<file path="config.mk">
export PLATFORM = sky130hd
export DESIGN_NAME = pipe_stage_latch
export DESIGN_NICKNAME = d
export VERILOG_FILES = /design/src/rtl/pipe_stage_latch.sv
export SDC_FILE = /design/constraint.sdc
export NUM_CORES = 1
export LEC_CHECK = 0
export ABC_AREA = 1
export BUFFER_PORTS_ARGS = -buffer_cell sky130_fd_sc_hd__buf_2
export CORE_MARGIN = 4
export CORE_UTILIZATION = 24
export DETAILED_ROUTE_END_ITERATION = 8
export GPL_TIMING_DRIVEN = 0
export SETUP_SLACK_MARGIN = 0.15
export SYNTH_ARGS = -nofsm -noshare
export SYNTH_HDL_FRONTEND = slang
export SYNTH_SLANG_ARGS = --single-unit
</file>
<file path="constraint.sdc">
create_clock -name clock -period 3.1 [get_ports clock]
set_input_delay 0.155 -clock clock [delete_from_list [all_inputs] [get_ports clock]]
set_output_delay 0.155 -clock clock [all_outputs]
set_load 0.02 [all_outputs]
</file>
<file path="src/rtl/pipe_stage_latch.sv">
// pipe_stage_latch: inter-stage pipeline register with valid/ready handshake,
// a two-entry (main + skid) buffer, synchronous flush that injects a bubble,
// and a saturating count of stalled output cycles.
module pipe_stage_latch #(
  parameter int              DATA_W  = 32,
  parameter int              IR_W    = 32,
  parameter int              FLAGS_W = 1,
  parameter logic [IR_W-1:0] NOP_IR  = {IR_W{1'b0}}
) (
  input  logic               clock,
  input  logic               reset_n,
  input  logic               in_valid,
  output logic               in_ready,
  input  logic [DATA_W-1:0]  in_o,
  input  logic [DATA_W-1:0]  in_b,
  input  logic [IR_W-1:0]    in_ir,
  input  logic [FLAGS_W-1:0] in_flags,
  input  logic               flush,
  output logic               out_valid,
  input  logic               out_ready,
  output logic [DATA_W-1:0]  out_o,
  output logic [DATA_W-1:0]  out_b,
  output logic [IR_W-1:0]    out_ir,
  output logic [FLAGS_W-1:0] out_flags,
  output logic [15:0]        stall_cycles
);

  // One word is the concatenation {o, b, ir, flags}.
  localparam int WORD_W = 2 * DATA_W + IR_W + FLAGS_W;
  localparam logic [WORD_W-1:0] BUBBLE = {{(2 * DATA_W){1'b0}}, NOP_IR, {FLAGS_W{1'b0}}};

  // EMPTY: nothing held; ONE: main valid; FULL: main and skid valid.
  typedef enum logic [1:0] {
    EMPTY = 2'd0,
    ONE   = 2'd1,
    FULL  = 2'd2
  } state_t;

  state_t              state;
  state_t              state_next;
  logic [WORD_W-1:0]   main_word;
  logic [WORD_W-1:0]   main_next;
  logic [WORD_W-1:0]   skid_word;
  logic [WORD_W-1:0]   skid_next;
  logic [WORD_W-1:0]   in_word;
  logic [15:0]         stall_count;

  assign in_word = {in_o, in_b, in_ir, in_flags};

  // Handshake flags come straight from the state register, so neither
  // in_ready nor out_valid has a combinational path from any input.
  assign out_valid = (state != EMPTY);
  assign in_ready  = (state != FULL);

  // The main entry drives the outputs directly; it holds BUBBLE whenever it is
  // invalid so an empty stage always presents a NOP downstream.
  assign {out_o, out_b, out_ir, out_flags} = main_word;
  assign stall_cycles = stall_count;

  // Next-state and next-entry selection; flush overrides every transition.
  always_comb begin
    state_next = state;
    main_next  = main_word;
    skid_next  = skid_word;
    case (state)
      EMPTY: begin
        if (in_valid) begin
          main_next  = in_word;
          state_next = ONE;
        end
      end
      ONE: begin
        if (out_ready) begin
          if (in_valid) begin
            main_next = in_word;
          end else begin
            main_next  = BUBBLE;
            state_next = EMPTY;
          end
        end else if (in_valid) begin
          skid_next  = in_word;
          state_next = FULL;
        end
      end
      FULL: begin
        // in_ready is low here, so the input is never taken.
        if (out_ready) begin
          main_next  = skid_word;
          state_next = ONE;
        end
      end
      default: begin
        main_next  = BUBBLE;
        state_next = EMPTY;
      end
    endcase
    // Flush discards everything held and anything offered this cycle; a word
    // leaving on the output this cycle has already been delivered.
    if (flush) begin
      state_next = EMPTY;
      main_next  = BUBBLE;
      skid_next  = skid_word;
    end
  end

  // State and entry registers; reset empties both entries immediately.
  always_ff @(posedge clock or negedge reset_n) begin
    if (!reset_n) begin
      state     <= EMPTY;
      main_word <= BUBBLE;
      skid_word <= BUBBLE;
    end else begin
      state     <= state_next;
      main_word <= main_next;
      skid_word <= skid_next;
    end
  end

  // Saturating count of cycles where a word waits on a stalled consumer.
  always_ff @(posedge clock or negedge reset_n) begin
    if (!reset_n) begin
      stall_count <= 16'd0;
    end else if (out_valid && !out_ready && (stall_count != 16'hFFFF)) begin
      stall_count <= stall_count + 16'd1;
    end
  end

endmodule
</file>
==> summary.txt, run 1 <==
CP Data Required Time = 3.52 ns
Synthesized flop and latch total = 212
VDD IR max = 0.325 mV
DRT iter0 DRCs = 510
Adder-Cell Fraction of Synth Area = 0.126%
Clk Tree Root Cell = clkbuf_16
First-pass GRT wire length = 54800 µm
Yosys cell types = 24
Top Layer Used = met5
Top_reg_cell synth = dfrtp_1
Number of synthesized flops with an enable pin = 0
TritonRoute pass-1 iters = 5
Flop-to-flop setup slack = 0.72 ns
H-tree level count = 1
Syn Area/Cell = 8.07 µm²
Mapped Area = 9910 µm²
Power Density = 636 nW/µm²
WL met3 = 1880 µm
Rows = 74
Syn. warnings = 0
Total congestion overflow = 0
Slew margin rel. = 42.5%
Synth Area in Compound Gates = 15.2%
Worst-Skew Late Latency = 0.54 ns
Final Max Slew Viols = 0
Via/cell ratio = 4.53
Worst Path Arrival = 3.09 ns
Final HPWL DP = 24200 µm
Worst Setup Start Kind = input port
Post-Synthesis Cells = 1228
Top cells by area, synth = dfrtp_1, o21ai_0, nand3_1, nand2_1, inv_1
Storage cell area = 5310 µm²
Placed cell count = 1977
Final Hold Viols = 0
CTS tree = built
Multi-input gate area = 3740 µm²
DRT antenna net count = 0
Initial core utilization = 24.3%
Clock buffer count from CTS = 26
Post-synthesis sequential area ratio = 53.5%
R2r startpoint = state[1]
Clk buf depth = 3
Worst clock skew = 0.0122 ns
Largest net degree at the start of global routing = 111
Share of cells above drive strength 1 = 18.7%
Top cells by count, synth = o21ai_0, nand2_1, dfrtp_1
Max Cap Viol = 0
Net Count, Synth = 1331
Met2 routed WL = 16000 µm
Tmin final = 2.67 ns
XOR/XNOR Fraction of Synth Area = 0.530%
M1 WL = 15700 µm
Final setup violation count = 0
DIE HEIGHT = 211 µm
Post-CTS sizing = 0
# fillers = 4315
Ports = 217
Worst setup EP type = register
Clock transition at path regs = 0.06 ns
Synth Area in Simple Gates = 21.9%
Top-count cell post-synth = o21ai_0
Clk sink count = 212
Post-synthesis mux area share = 0%
Initial antenna violation count = 5
Overall fraction of global-route tracks in use = 15.2%
Post-CTS setup buffers = 0
RePlAce Congestion = 0.813
Fmax = 0.375 GHz
Post-synth top area share = 53.5%
Syn-to-layout area delta = 36.9%
Fraction of registers with async set/reset = 100%
Outcome = finished, final reports clean
DRT Wirelength = 34400 µm
Drt wl/cell = 16.2 µm
Nets = 1679
Fin util = 33.2%
Number of remaining DRC errors = 0
Cell taking the most area after synthesis = dfrtp_1
R2R depth = 6
Final Cycle Share = 86.0%
Total Power = 8630 µW
Vias = 9644
Setup TNS = 0 ns
Reg-to-Reg End = state[0]
Core box area = 40800 µm²
CP Max Fanout = 10
PortBufs = 216
Critical path class = in -> reg
P_leak = 0.00692 µW
Die area = 44600 µm²
Vias in the first global route = 9869
Slew @ Worst Pin = 0.862 ns
Min-Delay Path Class = in -> async
Die W = 211 µm
Final Non-Filler Cells = 2127
CTS Hold Bufs = 103
RSZ-0062 raised after global routing = false
Largest family of logic cells by synthesized area = simple AND/OR/NAND/NOR gates
[logic make-up (layout without fill, tap and decap cells)]
| kind of cell | after synthesis | after routing |
|---|---|---|
| flops | 212 | 212 |
| buf+inv | 210 | 573 |
| fa+ha+maj | 1 | 1 |
| xor+xnor | 6 | 6 |
| other cells | 0 | 4 |
| compound gates | 299 | 299 |
| simple gates | 500 | 500 |
[per-layer routing]
layer,vias up,track usage [%]
li1,4750,-
met5,-,0
met1,4565,20.7
met2,277,25.5
met3,50,2.36
met4,2,3.87
[report_power, final]
part	total [µW]	internal [µW]	switching (µW)
combinational	1860	676	1190
clock	3010	1810	1200
sequential	3760	3380	377
[sequential cells by signal (all words and copies together), names as in the netlist]
name	cells
main_word	97
skid_word	97
stall_cycles	16
state	2
[cell usage in the layout (no fill, tap or decap)]
cell type	instances
diode_2	4
and2_1	1
nand2_1	261
nand2_2	2
buf_1	12
clkbuf_1	53
nor2_2	1
dfrtp_1	212
nor3_1	1
nor2_4	1
inv_1	112
bufinv_16	2
buf_16	1
o21ai_1	2
a31oi_1	1
o21bai_2	1
inv_2	3
buf_2	241
o21ai_0	295
buf_4	3
nand3_1	205
xnor2_1	2
buf_8	1
clkbuf_8	3
xor2_1	4
ha_1	1
clkbuf_16	27
nand4_1	7
nor2_1	21
buf_6	5
clkinv_2	6
clkinvlp_4	1
dlygate4sd3_1	103
[worst max-delay path, cell delays in order]
cell           delay [ns]
dlygate4sd3_1        0.57
buf_2                0.14
nor2_1               0.12
dlygate4sd3_1        0.57
nand3_1              0.11
nand2_2              0.38
clkbuf_1             0.41
a31oi_1              0.06
dlygate4sd3_1        0.57
[how the worst max path moves through the flow]
stage / from / end / slack [ns] / cells after the start
6_report: flush / state[0] / 0.43 / 9
5_1_grt: flush / state[0] / 0.28 / 9
4_1_cts: flush / state[0] / 0.45 / 8
3_5_place_dp: state[0] / main_word[20] / 0.78 / 8
3_3_place_gp: reset_n / main_word[33] / -2.00 / 1
2_1_floorplan: stall_cycles[0] / stall_cycles[10] / 1.40 / 8
[area by class of cell]
class / instances / area share (%)
multi-input cells: 806 / 27.6
well taps: 532 / 4.91
diodes: 4 / 0.0738
clock buffers: 34 / 5.39
repair buffers: 320 / 15.8
flip-flops and latches: 212 / 39.1
plain buffers: 95 / 3.23
clock inverters: 9 / 0.719
inverters: 115 / 3.18
[stage by stage]
stage	cell area [µm²]	hold slack, ns	worst slack, ns
3_5_place_dp	11700	0.264	0.779
2_1_floorplan	9910	-0.141	1.40
4_1_cts	13600	0.273	0.453
5_1_grt	13600	0.294	0.282
3_3_place_gp	11700	0.433	-2.00
6_report	13600	0.214	0.433
Power figures use the tool's default switching activity.
==> inputs of run 2 (changes only) <==
CTS_BUF_LIST = sky130_fd_sc_hd__clkbuf_4   (was not set)
==> run 2 against run 1 <==
Net effect: sequential share of layout area is 0.058 points lower; non-clock buffer count is 3 higher; clock power down 10%; critical path depth decreased by 4; critical path type is now reg -> out; sequential cell count is the same; register-to-register slack about the same; die area stayed put; cell count grew 3.4%; wire length up 1.1%; largest cell class unchanged; setup slack gained 0.20 ns.
==> summary.txt, run 2 (same netlist as run 1, synthesis figures left out) <==
Worst setup EP type = output port (was register)
Die area = 44600 µm² (unchanged)
Drt wl/cell = 15.8 µm (was 16.2 µm)
Die W = 211 µm (unchanged)
Power Density = 614 nW/µm² (was 636 nW/µm²)
Min-Delay Path Class = in -> reg (was in -> async)
Vias in the first global route = 10200 (was 9869)
Met2 Use GR = 25.4% (was 25.5%)
Via/cell ratio = 4.51 (was 4.53)
Fmax = 0.406 GHz (was 0.375 GHz)
CTS tree = built (unchanged)
GRT busiest layer = met2 (unchanged)
Share of cells above drive strength 1 = 21.4% (was 18.7%)
Hold_sp = in_valid
First-pass GRT wire length = 55600 µm (was 54800 µm)
Final Hold Viols = 0 (unchanged)
Clk sink count = 212 (unchanged)
Initial core utilization = 24.3% (unchanged)
Tmin final = 2.46 ns (was 2.67 ns)
Slew margin rel. = 56.0% (was 42.5%)
Clock transition at path regs = 0.07 ns (was 0.06 ns)
Outcome = finished, final reports clean (unchanged)
PortBufs = 216 (unchanged)
Worst-Skew Late Latency = 0.76 ns (was 0.54 ns)
Dpl cell area = 11700 µm² (unchanged)
Overall fraction of global-route tracks in use = 15.6% (was 15.2%)
Clock buffer count from CTS = 61 (was 26)
RSZ-0062 raised after global routing = false (unchanged)
P_leak = 0.00702 µW (was 0.00692 µW)
DIE HEIGHT = 211 µm (unchanged)
VDD IR max = 0.284 mV (was 0.325 mV)
H-tree level count = 2 (was 1)
Ports = 217 (unchanged)
R2r startpoint = state[1] (unchanged)
Critical path class = reg -> out (was in -> reg)
Most common cell after layout, fill and taps aside = o21ai_0 (unchanged)
Met1 Use GR = 20.6% (was 20.7%)
Final Cycle Share = 79.5% (was 86.0%)
Final Non-Filler Cells = 2200 (was 2127)
Nets = 1717 (was 1679)
DRT antenna net count = 0 (unchanged)
Final setup violation count = 0 (unchanged)
Worst clock skew = 0.0548 ns (was 0.0122 ns)
Core box area = 40800 µm² (unchanged)
TritonRoute pass-1 iters = 5 (unchanged)
Total congestion overflow = 0 (unchanged)
Max Cap Viol = 0 (unchanged)
Worst Setup Start Kind = register (was input port)
Worst Path Arrival = 2.31 ns (was 3.09 ns)
Final Cell Area = 13600 µm² (about the same)
Final Max Slew Viols = 0 (unchanged)
DRT Wirelength = 34800 µm (was 34400 µm)
Slew @ Worst Pin = 0.660 ns (was 0.862 ns)
Rows = 74 (unchanged)
DRT iter0 DRCs = 407 (was 510)
Initial antenna violation count = 6 (was 5)
Final HPWL DP = 24200 µm (unchanged)
Most frequent cells in the layout = o21ai_0, nand2_1, buf_2 (unchanged)
Clk Tree Root Cell = clkbuf_4 (was clkbuf_16)
Number of remaining DRC errors = 0 (unchanged)
Placed cell count = 1977 (unchanged)
CP Max Fanout = 10 (unchanged)
Syn-to-layout area delta = 37.1% (was 36.9%)
RePlAce Congestion = 0.813 (unchanged)
GR Layer Usage met3 = 3.27% (was 2.36%)
CP Data Required Time = 2.94 ns (was 3.52 ns)
Vias = 9920 (was 9644)
Largest net degree at the start of global routing = 111 (unchanged)
Crit path from = state[1] (was flush)
Clk buf depth = 3 (unchanged)
## run 2: final cells by class
class / count / area, µm²
Fill cell: 4339 / 27200
Sequential cell: 212 / 5310
Multi-Input combinational cell: 806 / 3740
Timing Repair Buffer: 323 / 2200
Tap cell: 532 / 666
Clock buffer: 84 / 631
Buffer: 95 / 438
Inverter: 115 / 432
Clock inverter: 28 / 169
Antenna cell: 5 / 12.5
## run 2: worst paths after layout
check	cells after the start	to	slack, ns
max in group asynchronous	4	skid_word[24]	1.70
min in group asynchronous	3	skid_word[93]	0.47
setup reg to reg	6	state[0]	0.73
setup / recovery	5	in_ready	0.64
hold / removal	5	skid_word[96]	0.12
hold reg to reg	2	skid_word[30]	0.48
## run 2: layer usage
layer / wire, µm / part of all wire [%] / vias up
met4: 963 / 2.8 / 2
li1: - / - / 4872
met3: 2020 / 5.8 / 69
met2: 16200 / 46 / 324
met1: 15600 / 45 / 4653
met5: 7 / 0.020 / -
## run 2: what timing repair did
| action | 4_1_cts | 5_1_grt |
|---|---|---|
| setup buffers | 0 | 0 |
| endpoints found under the hold margin | 306 | 0 |
| gates resized for setup | 0 | 0 |
| hold buffers | 106 | 0 |
## run 2: power by group
group / switching (µW) / internal (µW) / total (µW)
sequential: 379 / 3380 / 3760
combinational: 1190 / 682 / 1870
clock: 1290 / 1430 / 2710
total: 2850 / 5490 / 8340
## run 2: metrics by stage
stage	hold WS, ns	total power [µW]	setup TNS [ns]	utilization (%)	setup slack (ns)
5_1_grt	0.0738	8940	0	33.3	0.406
3_5_place_dp	0.264	5580	0	28.6	0.779
3_3_place_gp	0.433	5520	-420.19	28.6	-2.00
2_1_floorplan	-0.141	4830	0	-	1.40
4_1_cts	0.00803	8500	0	33.2	0.475
6_report	0.123	8340	0	33.3	0.635
## run 2: worst max-delay path: stages, from the launching register on
cell	delay [ns]
dfrtp_1	0.37
buf_4	0.24
buf_2	0.27
buf_1	0.39
nand2_1	0.09
buf_2	0.18
